[src/rtl/rast_hit_pkg.sv]
// Shared rasterizer hit definitions: default field widths and the lane
// selector used by the hit arbiter and its lane buffers.
package rast_hit_pkg;

  localparam int SIGFIG_DEF = 24;  // bits per coordinate / color channel
  localparam int AXIS_DEF   = 3;   // x, y, z
  localparam int COLORS_DEF = 3;   // color channels

  typedef enum logic {
    LANE_A = 1'b0,
    LANE_B = 1'b1
  } lane_e;

  // The lane that gets priority after the given lane wins a grant.
  function automatic lane_e other_lane(input lane_e lane);
    return (lane == LANE_A) ? LANE_B : LANE_A;
  endfunction

endpackage

[src/rtl/hit_fifo.sv]
// Per-lane hit buffer: DEPTH-entry circular FIFO exposing its occupancy and
// head entry. A push into a full FIFO is dropped unless a pop happens on the
// same edge; the drop is reported on a single-cycle strobe.
module hit_fifo #(
  parameter  int WIDTH = 8,
  parameter  int DEPTH = 4,
  localparam int AW    = $clog2(DEPTH),
  localparam int CW    = AW + 1
) (
  input  logic             clk,
  input  logic             rst,
  input  logic             push,
  input  logic             pop,
  input  logic [WIDTH-1:0] wr_data,
  output logic [WIDTH-1:0] head,
  output logic [CW-1:0]    count,
  output logic             drop
);

  logic [WIDTH-1:0] mem [DEPTH];
  logic [AW-1:0]    wr_ptr;
  logic [AW-1:0]    rd_ptr;
  logic             full;
  logic             do_push;
  logic             do_pop;

  // A pop frees a slot on the same edge, so a full FIFO can still take a
  // push when it is also being read.
  assign full    = (count == CW'(DEPTH));
  assign do_pop  = pop && (count != '0);
  assign do_push = push && (!full || do_pop);
  assign drop    = push && full && !do_pop;
  assign head    = mem[rd_ptr];

  // Pointer and occupancy bookkeeping; reset empties the buffer.
  // NOTE: sequential state uses non-blocking assignments so every register
  // samples pre-edge values regardless of statement order.
  always_ff @(posedge clk) begin
    if (rst) begin
      wr_ptr <= '0;
      rd_ptr <= '0;
      count  <= '0;
    end else begin
      if (do_push) wr_ptr <= wr_ptr + AW'(1);
      if (do_pop)  rd_ptr <= rd_ptr + AW'(1);
      case ({do_push, do_pop})
        2'b10:   count <= count + CW'(1);
        2'b01:   count <= count - CW'(1);
        default: count <= count;
      endcase
    end
  end

  // Entry storage written at the tail.
  // NOTE: the storage array is deliberately not reset; the pointers and
  // count define which entries are live, so stale data is never observed.
  always_ff @(posedge clk) begin
    if (do_push) mem[wr_ptr] <= wr_data;
  end

endmodule

[src/rtl/hit_arb.sv]
// Hit arbiter: merges the hit streams of two sample-test lanes into one
// fragment stream. Each lane lands in its own small FIFO; a round-robin
// arbiter feeds a single output register that holds under downstream halt.
// Upstream is throttled with halt_R18H one entry before a FIFO fills, which
// leaves one entry of slack for a hit already in flight.
module hit_arb
  import rast_hit_pkg::*;
#(
  parameter int SIGFIG = SIGFIG_DEF,
  parameter int AXIS   = AXIS_DEF,
  parameter int COLORS = COLORS_DEF,
  parameter int DEPTH  = 4
) (
  input  logic                     clk,
  input  logic                     rst,
  input  logic signed [SIGFIG-1:0] hit_R18S_a [AXIS],
  input  logic        [SIGFIG-1:0] color_R18U_a [COLORS],
  input  logic                     hit_valid_R18H_a,
  input  logic signed [SIGFIG-1:0] hit_R18S_b [AXIS],
  input  logic        [SIGFIG-1:0] color_R18U_b [COLORS],
  input  logic                     hit_valid_R18H_b,
  input  logic                     halt_RnnH,
  output logic                     halt_R18H,
  output logic signed [SIGFIG-1:0] hit_R19S [AXIS],
  output logic        [SIGFIG-1:0] color_R19U [COLORS],
  output logic                     hit_valid_R19H,
  output logic [31:0]              frag_cnt_R19U,
  output logic                     ovf_err_H
);

  localparam int HW    = SIGFIG * AXIS;             // position field width
  localparam int WIDTH = SIGFIG * (AXIS + COLORS);  // one buffered hit
  localparam int CW    = $clog2(DEPTH) + 1;
  localparam logic [CW-1:0] HALT_LVL = CW'(DEPTH - 1);

  logic [WIDTH-1:0] wr_a, wr_b;
  logic [WIDTH-1:0] head_a, head_b;
  logic [CW-1:0]    cnt_a, cnt_b;
  logic             drop_a, drop_b;
  logic             pop_a, pop_b;

  logic             load_en;
  logic             grant_vld;
  lane_e            grant;
  lane_e            prio_q;
  logic [WIDTH-1:0] grant_data;
  logic [WIDTH-1:0] out_q;
  logic [31:0]      frag_cnt_q;

  // Flatten each lane's position and color fields into one FIFO word:
  // positions in the low bits, colors above them.
  always_comb begin
    wr_a = '0;
    wr_b = '0;
    for (int i = 0; i < AXIS; i++) begin
      wr_a[i*SIGFIG +: SIGFIG] = hit_R18S_a[i];
      wr_b[i*SIGFIG +: SIGFIG] = hit_R18S_b[i];
    end
    for (int i = 0; i < COLORS; i++) begin
      wr_a[HW + i*SIGFIG +: SIGFIG] = color_R18U_a[i];
      wr_b[HW + i*SIGFIG +: SIGFIG] = color_R18U_b[i];
    end
  end

  hit_fifo #(
    .WIDTH (WIDTH),
    .DEPTH (DEPTH)
  ) u_fifo_a (
    .clk     (clk),
    .rst     (rst),
    .push    (hit_valid_R18H_a),
    .pop     (pop_a),
    .wr_data (wr_a),
    .head    (head_a),
    .count   (cnt_a),
    .drop    (drop_a)
  );

  hit_fifo #(
    .WIDTH (WIDTH),
    .DEPTH (DEPTH)
  ) u_fifo_b (
    .clk     (clk),
    .rst     (rst),
    .push    (hit_valid_R18H_b),
    .pop     (pop_b),
    .wr_data (wr_b),
    .head    (head_b),
    .count   (cnt_b),
    .drop    (drop_b)
  );

  // Throttle both lanes as soon as either buffer reaches its last free slot.
  assign halt_R18H = (cnt_a >= HALT_LVL) | (cnt_b >= HALT_LVL);

  // Round-robin grant: a lone non-empty lane always wins; on a tie the lane
  // named by the priority pointer wins. The output register can accept a
  // new fragment when it is empty or downstream is not halting.
  // NOTE: every signal driven here gets a default first, so no path through
  // the block can leave one unassigned and infer a latch.
  always_comb begin
    load_en    = !hit_valid_R19H || !halt_RnnH;
    grant_vld  = 1'b0;
    grant      = LANE_A;
    pop_a      = 1'b0;
    pop_b      = 1'b0;
    grant_data = head_a;
    if (load_en && (cnt_a != '0) && (cnt_b != '0)) begin
      grant_vld = 1'b1;
      grant     = prio_q;
    end else if (load_en && (cnt_a != '0)) begin
      grant_vld = 1'b1;
      grant     = LANE_A;
    end else if (load_en && (cnt_b != '0)) begin
      grant_vld = 1'b1;
      grant     = LANE_B;
    end
    if (grant_vld) begin
      pop_a = (grant == LANE_A);
      pop_b = (grant == LANE_B);
    end
    grant_data = (grant == LANE_B) ? head_b : head_a;
  end

  // Output register: load the granted head, or go invalid when nothing is
  // queued; hold everything while a valid fragment is halted downstream.
  always_ff @(posedge clk) begin
    if (rst) begin
      out_q          <= '0;
      hit_valid_R19H <= 1'b0;
    end else if (load_en) begin
      hit_valid_R19H <= grant_vld;
      if (grant_vld) out_q <= grant_data;
    end
  end

  // Priority pointer moves to the other lane only when a grant is issued.
  always_ff @(posedge clk) begin
    if (rst) begin
      prio_q <= LANE_A;
    end else if (grant_vld) begin
      prio_q <= other_lane(grant);
    end
  end

  // Delivered-fragment counter; wraps naturally at 32 bits.
  always_ff @(posedge clk) begin
    if (rst) begin
      frag_cnt_q <= '0;
    end else if (grant_vld) begin
      frag_cnt_q <= frag_cnt_q + 32'd1;
    end
  end

  // Sticky overflow: any dropped write latches the flag until reset.
  always_ff @(posedge clk) begin
    if (rst) begin
      ovf_err_H <= 1'b0;
    end else if (drop_a || drop_b) begin
      ovf_err_H <= 1'b1;
    end
  end

  assign frag_cnt_R19U = frag_cnt_q;

  // Split the output register back into position and color fields.
  always_comb begin
    for (int i = 0; i < AXIS; i++) begin
      hit_R19S[i] = out_q[i*SIGFIG +: SIGFIG];
    end
    for (int i = 0; i < COLORS; i++) begin
      color_R19U[i] = out_q[HW + i*SIGFIG +: SIGFIG];
    end
  end

endmodule

[config.mk]
export PLATFORM = sky130hd
export DESIGN_NAME = hit_arb
export DESIGN_NICKNAME = d
export VERILOG_FILES = /design/src/rtl/rast_hit_pkg.sv /design/src/rtl/hit_fifo.sv /design/src/rtl/hit_arb.sv
export SDC_FILE = /design/constraint.sdc
export NUM_CORES = 1
export LEC_CHECK = 0
export CAP_MARGIN = 20
export CELL_PAD_IN_SITES_DETAIL_PLACEMENT = 1
export CELL_PAD_IN_SITES_GLOBAL_PLACEMENT = 1
export CORE_MARGIN = 2
export CORE_UTILIZATION = 40
export DETAILED_ROUTE_END_ITERATION = 10
export PLACE_DENSITY = 0.69
export SYNTH_ARGS = -nofsm -noshare
export SYNTH_HDL_FRONTEND = slang
export SYNTH_SLANG_ARGS = --single-unit
[constraint.sdc]
create_clock -name clk -period 12.8 [get_ports clk]
set_clock_uncertainty 0.15 [all_clocks]
set_input_delay 3.2 -clock clk [delete_from_list [all_inputs] [get_ports clk]]
set_output_delay 3.2 -clock clk [all_outputs]
set_load 0.01 [all_outputs]
==> run summary <==
Post-Layout Cell Count - 4,740
H-tree Lvls - 4
TritonCTS clock tree - built
Via-to-Cell Ratio - 5.43
Cell Pwr Density - 210 nW/um2
Post-DP Area - 56,800 um2
Cell breakdown of the critical path - clkdlybuf4s50_1 > and2_1 > o211ai_1 > and3_4 > buf_4 > buf_4
Worst EP required - 13.03 ns
Most common cell in the netlist - edfxtp_1
Crit-path leading delay family - buffers and inverters
Core region area - 125,000 um2
Max VDD drop - 0.247 mV
YS warnings - 0
Cells after Synth - 2,437
Met3 wire len - 8.65 mm
DP HPWL - 81.1 mm
Relative slew slack - 25.1%
Routed vias - 25,700
Worst min-delay path class - reg -> reg
Worst Path Buf+Inv - 3
Die H - 359 um
Ys flop type - edfxtp_1
Layout cell share with drive strength beyond 1 - 18.7%
Final wirelength - 132 mm
#FFs+latches synth - 1,349
Crit path kind - in -> reg
First-pass DRT Iterations - 5
Status - finished, final reports clean
Crit path capture type - flop
DR top layer - met5
Syn_nets - 2,743
Routed wl met2 - 68.1 mm
Worst path max stage delay - 0.89 ns
Top cell types by occurrence after synthesis - edfxtp_1, mux4_2, dfxtp_1
Share of the synthesized area in the top cell type - 68.8%
IO Port Bufs - 471
Initial antenna violation count - 41
Tot Pwr - 13.0 mW
Seq/Total Area, Yosys - 76.6%
Final setup vio count - 0
Layout area overhead - 22.9%
Routed len/inst - 27.9 um
Fraction of registers with async set/reset - 0%
CP max FO - 59
Post-synth EDFFs - 1,152
Synth area leaders - edfxtp_1, mux4_2, dfxtp_1, mux2i_1, a211oi_1
RSZ-0062 raised after global routing - false
Most used cell, CP - buf_4
Worst-Skew Late Latency - 0.77 ns
CTS clk-pin slew, worst paths - 0.06 ns
Maxcap violations - 0
Final period util - 53.0%
CP max stage cell - buf_4
Setup tns final - 0 ns
CTS buffer count - 143
Hold_buf cts - 0
Antenna Nets Post-Route - 0
Ports - 472
Largest net degree at the start of global routing - 183
Wl on met1 - 52.5 mm
GR Overflow Total - 0
Max Freq - 0.147 GHz
Post-layout minimum cycle time - 6.78 ns
Vias in the first global route - 28,100
CTS resizes - 0
Final hold vios - 0
Lkg Pwr - 20.4 nW
Leading area contributor after synthesis - edfxtp_1
Max Root-Sink Buffers - 3
Post-CTS Setup Inserts - 0
Slew @ Worst Pin - 1.12 ns
Root buf cell - clkbuf_16
First-pass GRT wire length - 193 mm
Worst Path Arrival - 7.01 ns
# DRC - 0
Post-Place Cells - 4,460
Initial core utilization - 40.2%
Max-slew violation count - 0
Final non-filler cell area - 61,800 um2
Fin nets - 3,266
# rows - 130
Avg Cell Area, Syn - 20.6 um2
Clk sinks - 1,349
DRT iter0 DRCs - 1,942
Gp weighted congestion - 0.759
All-Layer GR Usage - 20.7%
Synth unique cells - 45
CP startpoint kind - input pin
Netlist Area Pre-Place - 50,300 um2
DIE WIDTH - 359 um
Hold Slack - 0.343 ns
Die area - 129,000 um2
-- registers in the layout, summed over array words and instances, names as in the netlist, named ones only --
register and cells:
u_fifo_a.mem 576, u_fifo_b.wr_ptr 2, u_fifo_b.rd_ptr 2, u_fifo_b.mem 576
u_fifo_a.count 3, u_fifo_a.wr_ptr 2, out_q 144, ovf_err_H 1
frag_cnt_R19U 32, u_fifo_b.count 3, prio_q 1, hit_valid_R19H 1
u_fifo_a.rd_ptr 2
-- layout by cell type, fill, tap and decap left out, types with 20 or more instances in the layout --
cell             Yosys  layout
xor2_1              21      21
a211oi_1           145     145
clkbuf_16            0     143
mux4_2             288     288
nor2_1             185     185
clkbuf_1            75      37
mux2i_1            145     145
buf_4                2      32
clkdlybuf4s50_1      0     470
edfxtp_1          1152    1152
clkinv_2             0      21
a21oi_1             21      20
dfxtp_1            197     193
-- worst min-delay path: cells and delay by family (launching register included) --
kind / cells / cell delay (ns)
compound gates: 1 / 0.06
flops: 1 / 0.31
simple gates: 1 / 0.08
-- layout make-up --
| class | count | area, um2 |
|---|---|---|
| antenna | 8 | 20.0 |
| clock buffer | 195 | 3920 |
| clock inverter | 72 | 926 |
| fill | 11400 | 63400 |
| inverter | 18 | 67.6 |
| multi-input combinational | 934 | 11000 |
| sequential | 1349 | 38600 |
| tap | 1650 | 2060 |
| timing repair buffer | 514 | 5250 |
-- power by group --
| part | leakage, nW | internal, mW | total, mW | switching (mW) |
|---|---|---|---|---|
| Sequential | 12.2 | 5.30 | 5.58 | 0.285 |
| Clock | 2.34 | 2.43 | 4.20 | 1.76 |
| Combinational | 5.83 | 1.46 | 3.23 | 1.77 |
-- through the flow --
stage | utilization [%] | setup slack, ns
after floorplan | - | 4.95
after global placement | 45.3 | 5.22
after detailed placement | 45.4 | 5.16
after CTS | 49.3 | 5.98
after global routing | 49.4 | 5.88
final | 49.4 | 6.02
-- worst paths after layout --
check / startpoint / endpoint / slack (ns) / depth (start not counted)
setup / recovery: halt_RnnH / u_fifo_a.mem[0][124] / 6.02 / 6
hold / removal: u_fifo_b.rd_ptr[0] / flop / 0.34 / 2
hold reg to reg: u_fifo_b.rd_ptr[0] / flop / 0.34 / 2
setup reg to reg: u_fifo_b.count[2] / u_fifo_a.mem[0][124] / 8.53 / 5
-- cells by family (layout without fill, tap and decap cells) --
| group | count (synthesis) | in the layout | share of synthesized area (%) |
|---|---|---|---|
| AND/OR/NAND/NOR | 270 | 270 | 2.52 |
| flip-flops | 1349 | 1349 | 76.6 |
| multiplexers | 433 | 433 | 15.8 |
| AO/OA/AOI/OAI | 187 | 187 | 2.68 |
| other | 0 | 8 | 0 |
| XOR/XNOR | 31 | 31 | 0.540 |
| buffers and inverters | 154 | 799 | 1.54 |
| adder cells (fa/ha/maj) | 13 | 13 | 0.353 |
-- routing by layer --
metal  track usage, %  up-vias
li1                 -    11000
met1             25.9    13600
met2             35.9      792
met3             5.39      227
met4             5.17       52
met5                0        -
Power figures use the tool's default switching activity.
